[src/rtl/lc3_pkg.sv]
// rtl/lc3_pkg.sv - shared state, opcode and mux encodings for the LC-3 control unit
package lc3_pkg;

  // State encodings; the numbered states keep their LC-3 state number where it fits in 5 bits
  typedef enum logic [4:0] {
    S_00      = 5'd0,
    S_01      = 5'd1,
    S_04      = 5'd4,
    S_05      = 5'd5,
    S_06      = 5'd6,
    S_07      = 5'd7,
    S_HALTED  = 5'd8,
    S_09      = 5'd9,
    S_32      = 5'd10,
    S_33      = 5'd11,
    S_12      = 5'd12,
    S_35      = 5'd13,
    S_PAUSE1  = 5'd14,
    S_PAUSE2  = 5'd15,
    S_16      = 5'd16,
    S_18      = 5'd18,
    S_21      = 5'd21,
    S_22      = 5'd22,
    S_23      = 5'd23,
    S_25      = 5'd25,
    S_27      = 5'd27
  } state_t;

  localparam logic [3:0] OP_BR  = 4'b0000;
  localparam logic [3:0] OP_ADD = 4'b0001;
  localparam logic [3:0] OP_JSR = 4'b0100;
  localparam logic [3:0] OP_AND = 4'b0101;
  localparam logic [3:0] OP_LDR = 4'b0110;
  localparam logic [3:0] OP_STR = 4'b0111;
  localparam logic [3:0] OP_NOT = 4'b1001;
  localparam logic [3:0] OP_JMP = 4'b1100;
  localparam logic [3:0] OP_PSE = 4'b1101;

  localparam logic [1:0] PCMUX_INC  = 2'd0;
  localparam logic [1:0] PCMUX_ADDR = 2'd1;
  localparam logic [1:0] PCMUX_BUS  = 2'd2;

  localparam logic [1:0] ADDR2_ZERO  = 2'd0;
  localparam logic [1:0] ADDR2_OFF6  = 2'd1;
  localparam logic [1:0] ADDR2_OFF9  = 2'd2;
  localparam logic [1:0] ADDR2_OFF11 = 2'd3;

  localparam logic [1:0] ALUK_ADD  = 2'd0;
  localparam logic [1:0] ALUK_AND  = 2'd1;
  localparam logic [1:0] ALUK_NOT  = 2'd2;
  localparam logic [1:0] ALUK_PASS = 2'd3;

endpackage

[src/rtl/lc3_mem_wait_ctr.sv]
// rtl/lc3_mem_wait_ctr.sv - counts cycles spent in a memory access state
module lc3_mem_wait_ctr #(
  parameter int MEM_WAIT = 2
) (
  input  logic Clk,
  input  logic Reset,
  input  logic clr,
  input  logic en,
  output logic done
);

  localparam logic [2:0] LAST = 3'(MEM_WAIT - 1);

  logic [2:0] count;

  // Clear on reset or state change, otherwise count held cycles
  always_ff @(posedge Clk) begin
    if (Reset || clr)
      count <= 3'd0;
    else if (en)
      count <= count + 3'd1;
  end

  assign done = (count == LAST);

endmodule

[src/rtl/lc3_control_fsm.sv]
// rtl/lc3_control_fsm.sv - Moore control unit sequencing the LC-3 datapath
module lc3_control_fsm
  import lc3_pkg::*;
#(
  parameter int MEM_WAIT    = 2,
  parameter bit FETCH_PAUSE = 1'b0
) (
  input  logic       Clk,
  input  logic       Reset,
  input  logic       Run,
  input  logic       Continue,
  input  logic [3:0] Opcode,
  input  logic       IR_5,
  input  logic       IR_11,
  input  logic       BEN,
  output logic       LD_MAR,
  output logic       LD_MDR,
  output logic       LD_IR,
  output logic       LD_BEN,
  output logic       LD_CC,
  output logic       LD_REG,
  output logic       LD_PC,
  output logic       LD_LED,
  output logic       GatePC,
  output logic       GateMDR,
  output logic       GateALU,
  output logic       GateMARMUX,
  output logic [1:0] PCMUX,
  output logic       DRMUX,
  output logic       SR1MUX,
  output logic       SR2MUX,
  output logic       ADDR1MUX,
  output logic [1:0] ADDR2MUX,
  output logic [1:0] ALUK,
  output logic       MIO_EN,
  output logic       Mem_OE_n,
  output logic       Mem_WE_n,
  output logic [4:0] State
);

  state_t state;
  state_t next_state;
  logic   wait_done;
  logic   wait_en;
  logic   wait_clr;

  assign wait_en  = (state == S_33) || (state == S_25) || (state == S_16);
  assign wait_clr = (next_state != state);

  lc3_mem_wait_ctr #(.MEM_WAIT(MEM_WAIT)) u_wait (
    .Clk   (Clk),
    .Reset (Reset),
    .clr   (wait_clr),
    .en    (wait_en),
    .done  (wait_done)
  );

  // State register; reset overrides every transition
  always_ff @(posedge Clk) begin
    if (Reset)
      state <= S_HALTED;
    else
      state <= next_state;
  end

  // Next-state selection
  always_comb begin
    next_state = state;
    case (state)
      S_HALTED: if (Run) next_state = S_18;
      S_18:     next_state = S_33;
      S_33:     if (wait_done) next_state = S_35;
      S_35:     next_state = FETCH_PAUSE ? S_PAUSE1 : S_32;
      S_PAUSE1: if (Continue) next_state = S_PAUSE2;
      S_PAUSE2: if (!Continue) next_state = S_18;
      S_32: begin
        case (Opcode)
          OP_ADD:  next_state = S_01;
          OP_AND:  next_state = S_05;
          OP_NOT:  next_state = S_09;
          OP_BR:   next_state = S_00;
          OP_JMP:  next_state = S_12;
          OP_JSR:  next_state = S_04;
          OP_LDR:  next_state = S_06;
          OP_STR:  next_state = S_07;
          OP_PSE:  next_state = S_PAUSE1;
          default: next_state = S_18;
        endcase
      end
      S_01, S_05, S_09: next_state = S_18;
      S_00:     next_state = BEN ? S_22 : S_18;
      S_22:     next_state = S_18;
      S_12:     next_state = S_18;
      S_04:     next_state = S_21;
      S_21:     next_state = S_18;
      S_06:     next_state = S_25;
      S_25:     if (wait_done) next_state = S_27;
      S_27:     next_state = S_18;
      S_07:     next_state = S_23;
      S_23:     next_state = S_16;
      S_16:     if (wait_done) next_state = S_18;
      default:  next_state = S_HALTED;
    endcase
  end

  // Moore output decode; everything idle unless the state asks for it
  always_comb begin
    LD_MAR     = 1'b0;
    LD_MDR     = 1'b0;
    LD_IR      = 1'b0;
    LD_BEN     = 1'b0;
    LD_CC      = 1'b0;
    LD_REG     = 1'b0;
    LD_PC      = 1'b0;
    LD_LED     = 1'b0;
    GatePC     = 1'b0;
    GateMDR    = 1'b0;
    GateALU    = 1'b0;
    GateMARMUX = 1'b0;
    PCMUX      = PCMUX_INC;
    DRMUX      = 1'b0;
    SR1MUX     = 1'b0;
    SR2MUX     = 1'b0;
    ADDR1MUX   = 1'b0;
    ADDR2MUX   = ADDR2_ZERO;
    ALUK       = ALUK_ADD;
    MIO_EN     = 1'b0;
    Mem_OE_n   = 1'b1;
    Mem_WE_n   = 1'b1;
    case (state)
      S_18: begin
        GatePC = 1'b1;
        LD_MAR = 1'b1;
        PCMUX  = PCMUX_INC;
        LD_PC  = 1'b1;
      end
      S_33, S_25: begin
        Mem_OE_n = 1'b0;
        MIO_EN   = 1'b1;
        LD_MDR   = wait_done;
      end
      S_35: begin
        GateMDR = 1'b1;
        LD_IR   = 1'b1;
      end
      S_PAUSE1: LD_LED = 1'b1;
      S_32:     LD_BEN = 1'b1;
      S_01, S_05, S_09: begin
        SR1MUX  = 1'b1;
        SR2MUX  = IR_5;
        ALUK    = (state == S_01) ? ALUK_ADD : (state == S_05) ? ALUK_AND : ALUK_NOT;
        GateALU = 1'b1;
        LD_REG  = 1'b1;
        LD_CC   = 1'b1;
      end
      S_22: begin
        ADDR2MUX = ADDR2_OFF9;
        PCMUX    = PCMUX_ADDR;
        LD_PC    = 1'b1;
      end
      S_12: begin
        SR1MUX   = 1'b1;
        ADDR1MUX = 1'b1;
        PCMUX    = PCMUX_ADDR;
        LD_PC    = 1'b1;
      end
      S_04: begin
        GatePC = 1'b1;
        DRMUX  = 1'b1;
        LD_REG = 1'b1;
      end
      S_21: begin
        if (IR_11) begin
          ADDR2MUX = ADDR2_OFF11;
        end else begin
          ADDR1MUX = 1'b1;
          SR1MUX   = 1'b1;
        end
        PCMUX = PCMUX_ADDR;
        LD_PC = 1'b1;
      end
      S_06, S_07: begin
        SR1MUX     = 1'b1;
        ADDR1MUX   = 1'b1;
        ADDR2MUX   = ADDR2_OFF6;
        GateMARMUX = 1'b1;
        LD_MAR     = 1'b1;
      end
      S_27: begin
        GateMDR = 1'b1;
        LD_REG  = 1'b1;
        LD_CC   = 1'b1;
      end
      S_23: begin
        ALUK    = ALUK_PASS;
        GateALU = 1'b1;
        LD_MDR  = 1'b1;
      end
      S_16:    Mem_WE_n = 1'b0;
      default: ;
    endcase
  end

  assign State = state;

endmodule

[config.mk]
export PLATFORM = sky130hd
export DESIGN_NAME = lc3_control_fsm
export DESIGN_NICKNAME = d
export VERILOG_FILES = /design/src/rtl/lc3_pkg.sv /design/src/rtl/lc3_mem_wait_ctr.sv /design/src/rtl/lc3_control_fsm.sv
export SDC_FILE = /design/constraint.sdc
export NUM_CORES = 1
export LEC_CHECK = 0
export ABC_AREA = 1
export CORE_MARGIN = 4
export CORE_UTILIZATION = 43
export DETAILED_ROUTE_END_ITERATION = 12
export PLACE_DENSITY = 0.91
export SYNTH_ARGS = -nofsm -noshare
export SYNTH_HDL_FRONTEND = slang
export SYNTH_SLANG_ARGS = --single-unit
[constraint.sdc]
create_clock -name Clk -period 1.8 [get_ports Clk]
set_input_delay 0.36 -clock Clk [delete_from_list [all_inputs] [get_ports Clk]]
set_output_delay 0.36 -clock Clk [all_outputs]
set_load 0.02 [all_outputs]
# Word level (Yosys, flattened, before mapping)
# Memories as Yosys holds them, arrays and structs flattened.
# Cells that the tools add are included.
classes:
  muxes: 34
  n_reduce_logical: 18
  eq_ne: 22
  n_addsub: 1
op_table:
  columns: ["cell", "n"]
  rows:
  - ["$pmux 5 s15", 1]
  - ["$eq 5x4->1 const B", 8]
  - ["$eq 5x5->1 const B", 7]
  - ["$mux 5", 6]
  - ["$eq 5x3->1 const B", 4]
  - ["$mux 1", 18]
  - ["$reduce_or 3->1", 4]
  - ["$reduce_or 4->1", 3]
  - ["$reduce_or 2->1", 4]
  - ["$reduce_or 7->1", 1]
  - ["$mux 2", 3]
  - ["$pmux 1 s2", 3]
  - ["$pmux 2 s3", 1]
  - ["$reduce_or 6->1", 1]
  - ["$eq 5x1->1 const B", 1]
  - ["$logic_not 5->1", 1]
  - ["$ne 5x5->1", 1]
  - ["$reduce_or 5->1", 1]
  - ["$pmux 2 s2", 1]
  - ["$add 3x1->3 const B", 1]
  - ["$eq 3x1->1 const B", 1]
  - ["$logic_or 1x1->1", 3]
  - ["$mux 3", 1]
word_totals:
  output_inout_bits: 30
  n_memories: 1
  register_bits: 8
  romBits: 80
memory_table:
  columns: ["memory", "words", "word_bits", "read_ports", "rd_clocked_by_memory_dff", "wr", "line_no", "rtl"]
  rows:
  - ["(name not given)", 16, 5, 1, 0, 0, "lc3_control_fsm.sv:77", "case (Opcode)"]

# Longest topological paths before layout
# Gate-level depths: netlist of run 1.
logic_depth:
  depth_word: 5
  ltp_mapped: 14
  depth_no_buf: 14

# Hierarchy
# A second synthesis of run 1 with hierarchy kept.
hier_totals:
  cells_unflattened: 217
  area_unflattened_um2: 1222.4
modules_own_cells:
  columns: ["mod", "instances", "area_per_inst_um2", "cells_per_inst", "seq_area_each_um2"]
  rows:
  - ["lc3_control_fsm", 1, 1071.0, 196, 100.1]
  - ["lc3_mem_wait_ctr", 1, 151.4, 21, 60.1]

# Worst setup path after synthesis of run 1
# No wires, ideal clock.
synth_timing:
  path_type: "reg2out"
  startpoint: "register state[3] (netlist: State[3])"
  endpoint: "output LD_MDR"
  required_ps: 1440
  path_stages_with_launch: 7
  arrival_ps: 1901
  path_buffers: 0
  slack_ps: -461
  path_cell_list: "dfxtp_1 > nand2_1 > nor2_1 > nand2_1 > nand2_1 > inv_1 > o21ai_0"
synth_between:
  elab_chain_len: 3
  word_cells_on_any_way: 5
synth_lines:
  columns: ["element", "line_no", "rtl"]
  rows:
  - ["start: declaration", "lc3_control_fsm.sv:41", "state_t state;"]
  - ["start signal: assignment", "lc3_control_fsm.sv:63", "state <= next_state;"]
  - ["$eq 5x4->1 or $eq 5x5->1 (tied branches)", "lc3_control_fsm.sv:130", "case (state)"]
  - ["$reduce_or 2->1", "lc3_control_fsm.sv:130", null]
  - ["$pmux 1 s2 *", "lc3_control_fsm.sv:130", null]
  - ["end: declaration", "lc3_control_fsm.sv:17", "output logic LD_MDR,"]
# Every way passes the cells marked *; elsewhere a longest branch is shown, timed or not.

# Worst setup path in the final report of run 1
layout_timing:
  startpoint: "register state[2] (netlist: State[2])"
  endpoint: "register u_wait.count[1]"
layout_between:
  elab_chain_len: 5
  word_cells_on_any_way: 33
layout_lines:
  columns: ["element", "line_no", "rtl"]
  rows:
  - ["$eq 5x1->1, or another cell as far along", "lc3_control_fsm.sv:69", "case (state)"]
  - ["$reduce_or 7->1 (no source line)", null, null]
  - ["$pmux 5 s15", "lc3_control_fsm.sv:69", null]
  - ["$ne 5x5->1", "lc3_control_fsm.sv:48", "assign wait_clr = (next_state != state);"]
  - ["$logic_or 1x1->1", "lc3_mem_wait_ctr.sv:18", "if (Reset || clr)"]
  - ["end signal: assignment", "lc3_mem_wait_ctr.sv:21", "count <= count + 3'd1;"]
  - ["end: declaration", "lc3_mem_wait_ctr.sv:14", "logic [2:0] count;"]
# Parallel ways exist; a longest one is shown, timed or not.
# A chain may end at the register's enable or synchronous reset.

==> metrics, run 1 <==
status=complete, but fails checks; failing checks=setup timing; cell repeated most along the worst path=nand2_2; first-pass GRT wire length=6520 um; TritonRoute pass-1 iters=5; setup tns final=-3.37 ns; row cnt=17; Final Hold Fails=0; CTS tree=built; simple-gate area share of the yosys netlist=0.570; I/O pin cnt=roughly 40; hold_ws=0.597 ns; largest net degree at the start of global routing=8; grt ovf=0; largest cells by area after synthesis=nand2_1 23%, dfxtp_1 16%, nand3_1 12%; clk root buf=clkbuf_4; Placed Area=~1800 um^2; remaining antenna violation count=0; Synth Area in Adders=0.0244; worst r2r path cells=13; Period Utilization, post-route=1.18; critical setup path kind=reg -> reg; XOR/XNOR share of the synthesized area=0.0171; reg2reg setup slack=-0.33 ns; latest clock arrival within the worst-skew pair=between 0.2 and 0.3 ns; via count=just over 2k; WP data required=about 2 ns; final setup vio count=27; fmax=approximately 470 MHz; Core ar.=around 2200 um^2; share of cells above drive strength 1=0.568; critical path's largest stage delay=approximately 0.47 ns; synthesized flop and latch total=8; Final GP Congestion=just under 1; Synth cell types=27; Main synth FF type=dfxtp_1; Layout Utilization=0.951; Synth Warn #=0; fraction of registers with async set/reset=0; skew final=around 0.024 ns; vias per cell=6.58; initial core utilization=0.459; H-tree depth=1; Setup WS post-layout=-0.328 ns; top-area cell type share of the netlist area=0.231; slowest CP cell=dfxtp_4; vias in the first global route=1514; compound-gate portion of the synthesized area=0.0794; Slew Viols, Final=0; Avg Cell Area, Syn=~5.3 um^2; layout filler cell count=59; largest family of logic cells by synthesized area=simple AND/OR/NAND/NOR gates; Worst Hold Depth=3; maximum vdd drop=roughly 1100 uV; Wirelength per Cell=~23 um; die width=between 50 and 60 um; Syn Nets=between 200 and 250; mux share of post-synthesis cell area=0.00977; Setup Slack @ Placement=-0.335 ns; Synth area leader=nand2_1; Clk pin slew, worst setup/hold paths=0.08 ns; Area Growth Syn to Fin=107%; Post-synth EDFFs=0; cell area after layout=around 2100 um^2; post-synthesis sequential area ratio=0.156; max cap viols=0; worst min path class=reg -> reg; TritonCTS Buffers=3; Port Buf Inserts=39; Hold Path Origin=u_wait.count[0]; # diodes=0; worst flop-to-flop path endpoint=u_wait.count[1]; crit end category=flop; 1st-iter DRT viols=301; clock buffer depth=2; Leak=1.21 nW; RSZ-0062 raised after global routing=true; power per cell area=about 1300 nW/um^2; Mapped Area=between 1000 and 1500 um^2; initial antenna violation count=0; r2r startpoint=State[2]; CP Launch Type=flop; residual DRC count=0; cell-by-cell trace of the critical path=inv_2 -> nand2_2 -> nor2_2 -> nand2_1 -> buf_4 -> nand3_1 -> nor3_4 -> nand2_2 -> nand2_2 -> nand2_1 -> nor2_2 -> nand3_2 -> nor2_1; Layout Nets=300; Inst Count DP=300; die area=around 3200 um^2; post-layout min period=about 2.1 ns; Critical Path Fanout Max=7; CTS Hold Bufs=0; Non-Filler Instances=between 300 and 400; Synth Instances=193; Worst Hold Path EP=u_wait.count[0]; Arrival @ worst endpoint=roughly 2.3 ns; DP Wirelength=3110 um; GRT Total Usage=0.253; CTS sink cnt=8; final WL=7140 um; Die Height=between 50 and 60 um; Pwr Total=around 2.7 mW
## placed cells by master, fill, tap and decap left out, drive strengths merged, types with 2 or more instances in the layout
master / instances
dfxtp: 8
clkdlybuf4s50: 13
inv: 33
nand3: 27
o21ai: 9
buf: 75
ha: 2
xor2: 2
nor2: 29
nand4: 3
clkbuf: 4
nand2: 63
nor3: 3
## cells in the mapped netlist, types with 2 or more instances
master    n
buf_4     2
dfxtp_1   8
ha_1      2
inv_1    31
inv_2     2
nand2_1  63
nand3_1  24
nand3_2   3
nand4_1   3
nor2_1   24
nor2_2    2
nor2_4    3
nor3_1    3
o21ai_0   9
xor2_1    2
## sequential cells by signal, indices dropped and copies added (netlist names)
register / cells
State: 5
u_wait.count: 3
## worst max-delay path by stage
stage              from              end  slack [ns]  cells after the start
2_1_floorplan  State[2]           LD_MDR       -0.02                      7
3_3_place_gp   State[2]          ALUK[0]       -0.26                      5
3_5_place_dp   State[2]          ALUK[0]       -0.34                      5
4_1_cts        State[3]          ALUK[0]       -0.09                      6
5_1_grt        State[3]  u_wait.count[1]       -0.42                     12
6_report       State[2]  u_wait.count[1]       -0.33                     13
## cell families after synthesis
group,count (synthesis)
XOR/XNOR,2
adder cells (fa/ha/maj),2
multiplexers,1
buffers and inverters,36
AND/OR/NAND/NOR,129
AO/OA/AOI/OAI,14
flip-flops,8
other,1
## repair_timing
| action | in CTS | in global routing |
|---|---|---|
| resized for setup | 107 | 103 |
| endpoints found under the setup margin | 28 | 26 |
| pin swaps | 4 | 32 |
| buffers inserted | 0 | 10 |
## layout make-up
cell class / instances / area (um^2) / area share
Clock buffer: 3 / 22.5 / 0.0106
Inverter: 34 / 136 / 0.0642
Multi-Input combinational cell: 149 / 1020 / 0.483
Sequential cell: 8 / 178 / 0.0837
Tap cell: 28 / 35.0 / 0.0165
Timing Repair Buffer: 91 / 727 / 0.342
## per-layer routing
layer / vias up / global-route usage / share of wire
met5: - / 0 / 0
met2: 258 / 0.441 / 0.42
li1: 795 / - / -
met1: 905 / 0.289 / 0.33
met4: 0 / 0.132 / 0.10
met3: 103 / 0.0483 / 0.14
## power breakdown
part	internal, mW	switching, mW	total [mW]
Combinational	0.884	1.35	2.24
Clock	0.0771	0.0816	0.159
Sequential	0.231	0.0892	0.320
## critical path, delay by kind of cell (launching register included)
| family | cells | cell delay (ns) |
|---|---|---|
| buffers and inverters | 2 | 0.24 |
| DFF | 1 | 0.47 |
| and+or+nand+nor | 11 | 1.33 |
Note: power is estimated with default switching activity, not from simulation.
==> inputs of run 2 (changes only) <==
--- a/config.mk
+++ b/config.mk
@@ -9,7 +9,7 @@
 export CORE_MARGIN = 4
 export CORE_UTILIZATION = 43
 export DETAILED_ROUTE_END_ITERATION = 12
-export PLACE_DENSITY = 0.91
+export PLACE_DENSITY_LB_ADDON = 0.1
 export SYNTH_ARGS = -nofsm -noshare
 export SYNTH_HDL_FRONTEND = slang
 export SYNTH_SLANG_ARGS = --single-unit
==> run 2 against run 1 <==
Net effect:
- the flow still finishes with violations (setup timing)
- flip-flop and latch count unchanged
- sequential share of layout area down 0.18 points
- critical path depth down 1
- non-clock buffer count up 9
- hold slack better by 0.024 ns
- sequential power about the same
- power up 1.1%
- global-route usage up 3.2 points
- via count up 3.0%
- largest cell class unchanged
==> metrics, run 2 (synthesis gave the netlist of run 1 again) <==
Pwr Total=2.75 mW (+1.1%); GRT Total Usage=0.285 (+0.0320); TritonRoute pass-1 iters=7 (+2); clk root buf=clkbuf_4; largest net degree at the start of global routing=10 (+2); Core ar.=2230 um^2 (unchanged); Period Utilization, post-route=1.18 (about the same); Layout Nets=309 (+3.0%); Wirelength per Cell=23.8 um (+4.2%); Largest register FFs=5 (unchanged); CTS Hold Bufs=0 (unchanged); post-layout min period=2.13 ns (-0.000184 ns); Crit path max-delay family=simple AND/OR/NAND/NOR gates; clock buffer depth=2 (unchanged); Setup WS post-layout=-0.328 ns (+0.000184 ns); DP Wirelength=3540 um (+14%); Port Buf Inserts=39 (unchanged); I/O pin cnt=41 (unchanged); max cap viols=0 (unchanged); failing checks=setup timing; vias per cell=6.59 (about the same); final WL=7660 um (+7.2%); CTS tree=built; slowest CP cell=dfxtp_4; grt ovf=0 (unchanged); maximum vdd drop=1420 uV (+29%); cell repeated most along the worst path=nand2_1; cell-by-cell trace of the critical path=inv_2 -> nor2_4 -> buf_4 -> o21ai_2 -> nand3_2 -> nor3_4 -> nand2_1 -> nand2_1 -> nand2_1 -> nor2_2 -> nand3_2 -> nor2_1; Final Hold Fails=0 (unchanged); most frequent cells in the layout=60 x buf_4, 50 x nand2_1, 23 x inv_1; die width=56.8 um (unchanged); Leak=1.32 nW (+9.0%); final setup vio count=19 (-30%); fmax=470 MHz (about the same); worst min path class=reg -> reg; first-pass GRT wire length=7550 um (+16%); residual DRC count=0 (unchanged); Final GP Congestion=0.980 (-1.1%); row cnt=17 (unchanged); initial core utilization=0.459 (unchanged); skew final=0.0116 ns (-0.0122 ns); # diodes=0 (unchanged); crit end category=flop; vias in the first global route=1755 (+16%); CTS sink cnt=8 (unchanged); commonest non-fill, non-tap cell in the layout=buf_4; H-tree depth=1 (unchanged); Buf+Inv Stages, Crit Path=2 (unchanged); Clk pin slew, worst setup/hold paths=0.06 ns (-0.02 ns); remaining antenna violation count=0 (unchanged); share of cells above drive strength 1=0.561 (-0.00720); Die Height=56.8 um (unchanged); initial antenna violation count=0 (unchanged); Critical Path Fanout Max=4 (-3); Area Growth Syn to Fin=112%; status=complete, but fails checks; via count=2122 (+3.0%); 1st-iter DRT viols=286 (-5.0%); critical setup path kind=reg -> reg; die area=3230 um^2 (unchanged); Slew Viols, Final=0 (unchanged); CP Launch Type=flop; TritonCTS Buffers=3 (unchanged); hold_ws=0.621 ns (+0.0238 ns); Non-Filler Instances=322 (+2.9%); latest clock arrival within the worst-skew pair=0.27 ns (about the same); RSZ-0062 raised after global routing=true; WP data required=1.99 ns (about the same); Arrival @ worst endpoint=2.32 ns (about the same); critical path's largest stage delay=0.37 ns (-0.10 ns); power per cell area=1270 nW/um^2 (-1.1%); Layout Utilization=0.972 (+0.0213); Inst Count DP=310 (+3.3%)
run 2: changes by cell type in the layout (fill, tap and decap cells not counted), moves of 3 or more:
cell and delta:
buf_4 +8, clkdlybuf4s50_1 -3, dlymetal6s2s_1 +4, nand2_1 +4, nand2_2 -4, nor2_2 +3
run 2: tightest hold or removal path, stage by stage (launching register included):
cell and delay (ns):
dfxtp_2 0.37, xor2_1 0.09, inv_1 0.08, nor2_2 0.04
run 2: repair_timing:
| action | CTS | global route |
|---|---|---|
| endpoints found under the setup margin | 28 | 28 |
| pin swaps | 6 | 29 |
| gates resized for setup | 108 | 99 |
| setup buffers | 2 | 7 |
run 2: final cells by class:
class	instances	area, um^2
Clock buffer	3	22.5
Fill cell	36	62.6
Inverter	34	135
Multi-Input combinational cell	149	987
Sequential cell	8	178
Tap cell	28	35.0
Timing Repair Buffer	100	813
run 2: stage by stage:
step	instance area (um^2)	setup TNS, ns	worst slack [ns]
after floorplan	1040	-0.0204	-0.0204
after global placement	1840	-3.78	-0.216
after detailed placement	1840	-4.78	-0.331
after CTS	1870	-0.327	-0.0836
after global routing	2170	-2.62	-0.456
final	2170	-1.53	-0.328
run 2: final timing paths:
path	start	end	slack, ns	cells past startpoint
hold / removal	u_wait.count[0]	u_wait.count[0]	0.62	3
hold reg to reg	u_wait.count[0]	u_wait.count[0]	0.62	3
setup reg to reg	State[0]	u_wait.count[2]	-0.33	12
setup / recovery	State[0]	u_wait.count[2]	-0.33	12
run 2: metal layers:
metal / share of wire / track usage
met1: 0.31 / 0.324
met2: 0.44 / 0.518
met3: 0.14 / 0.0368
met4: 0.12 / 0.136
met5: 0 / 0
run 2: power breakdown:
| part | leakage (nW) | switching [mW] | internal, mW |
|---|---|---|---|
| Sequential | 0.0684 | 0.0872 | 0.231 |
| Clock | 0.0138 | 0.0723 | 0.0770 |
| Combinational | 1.24 | 1.32 | 0.962 |
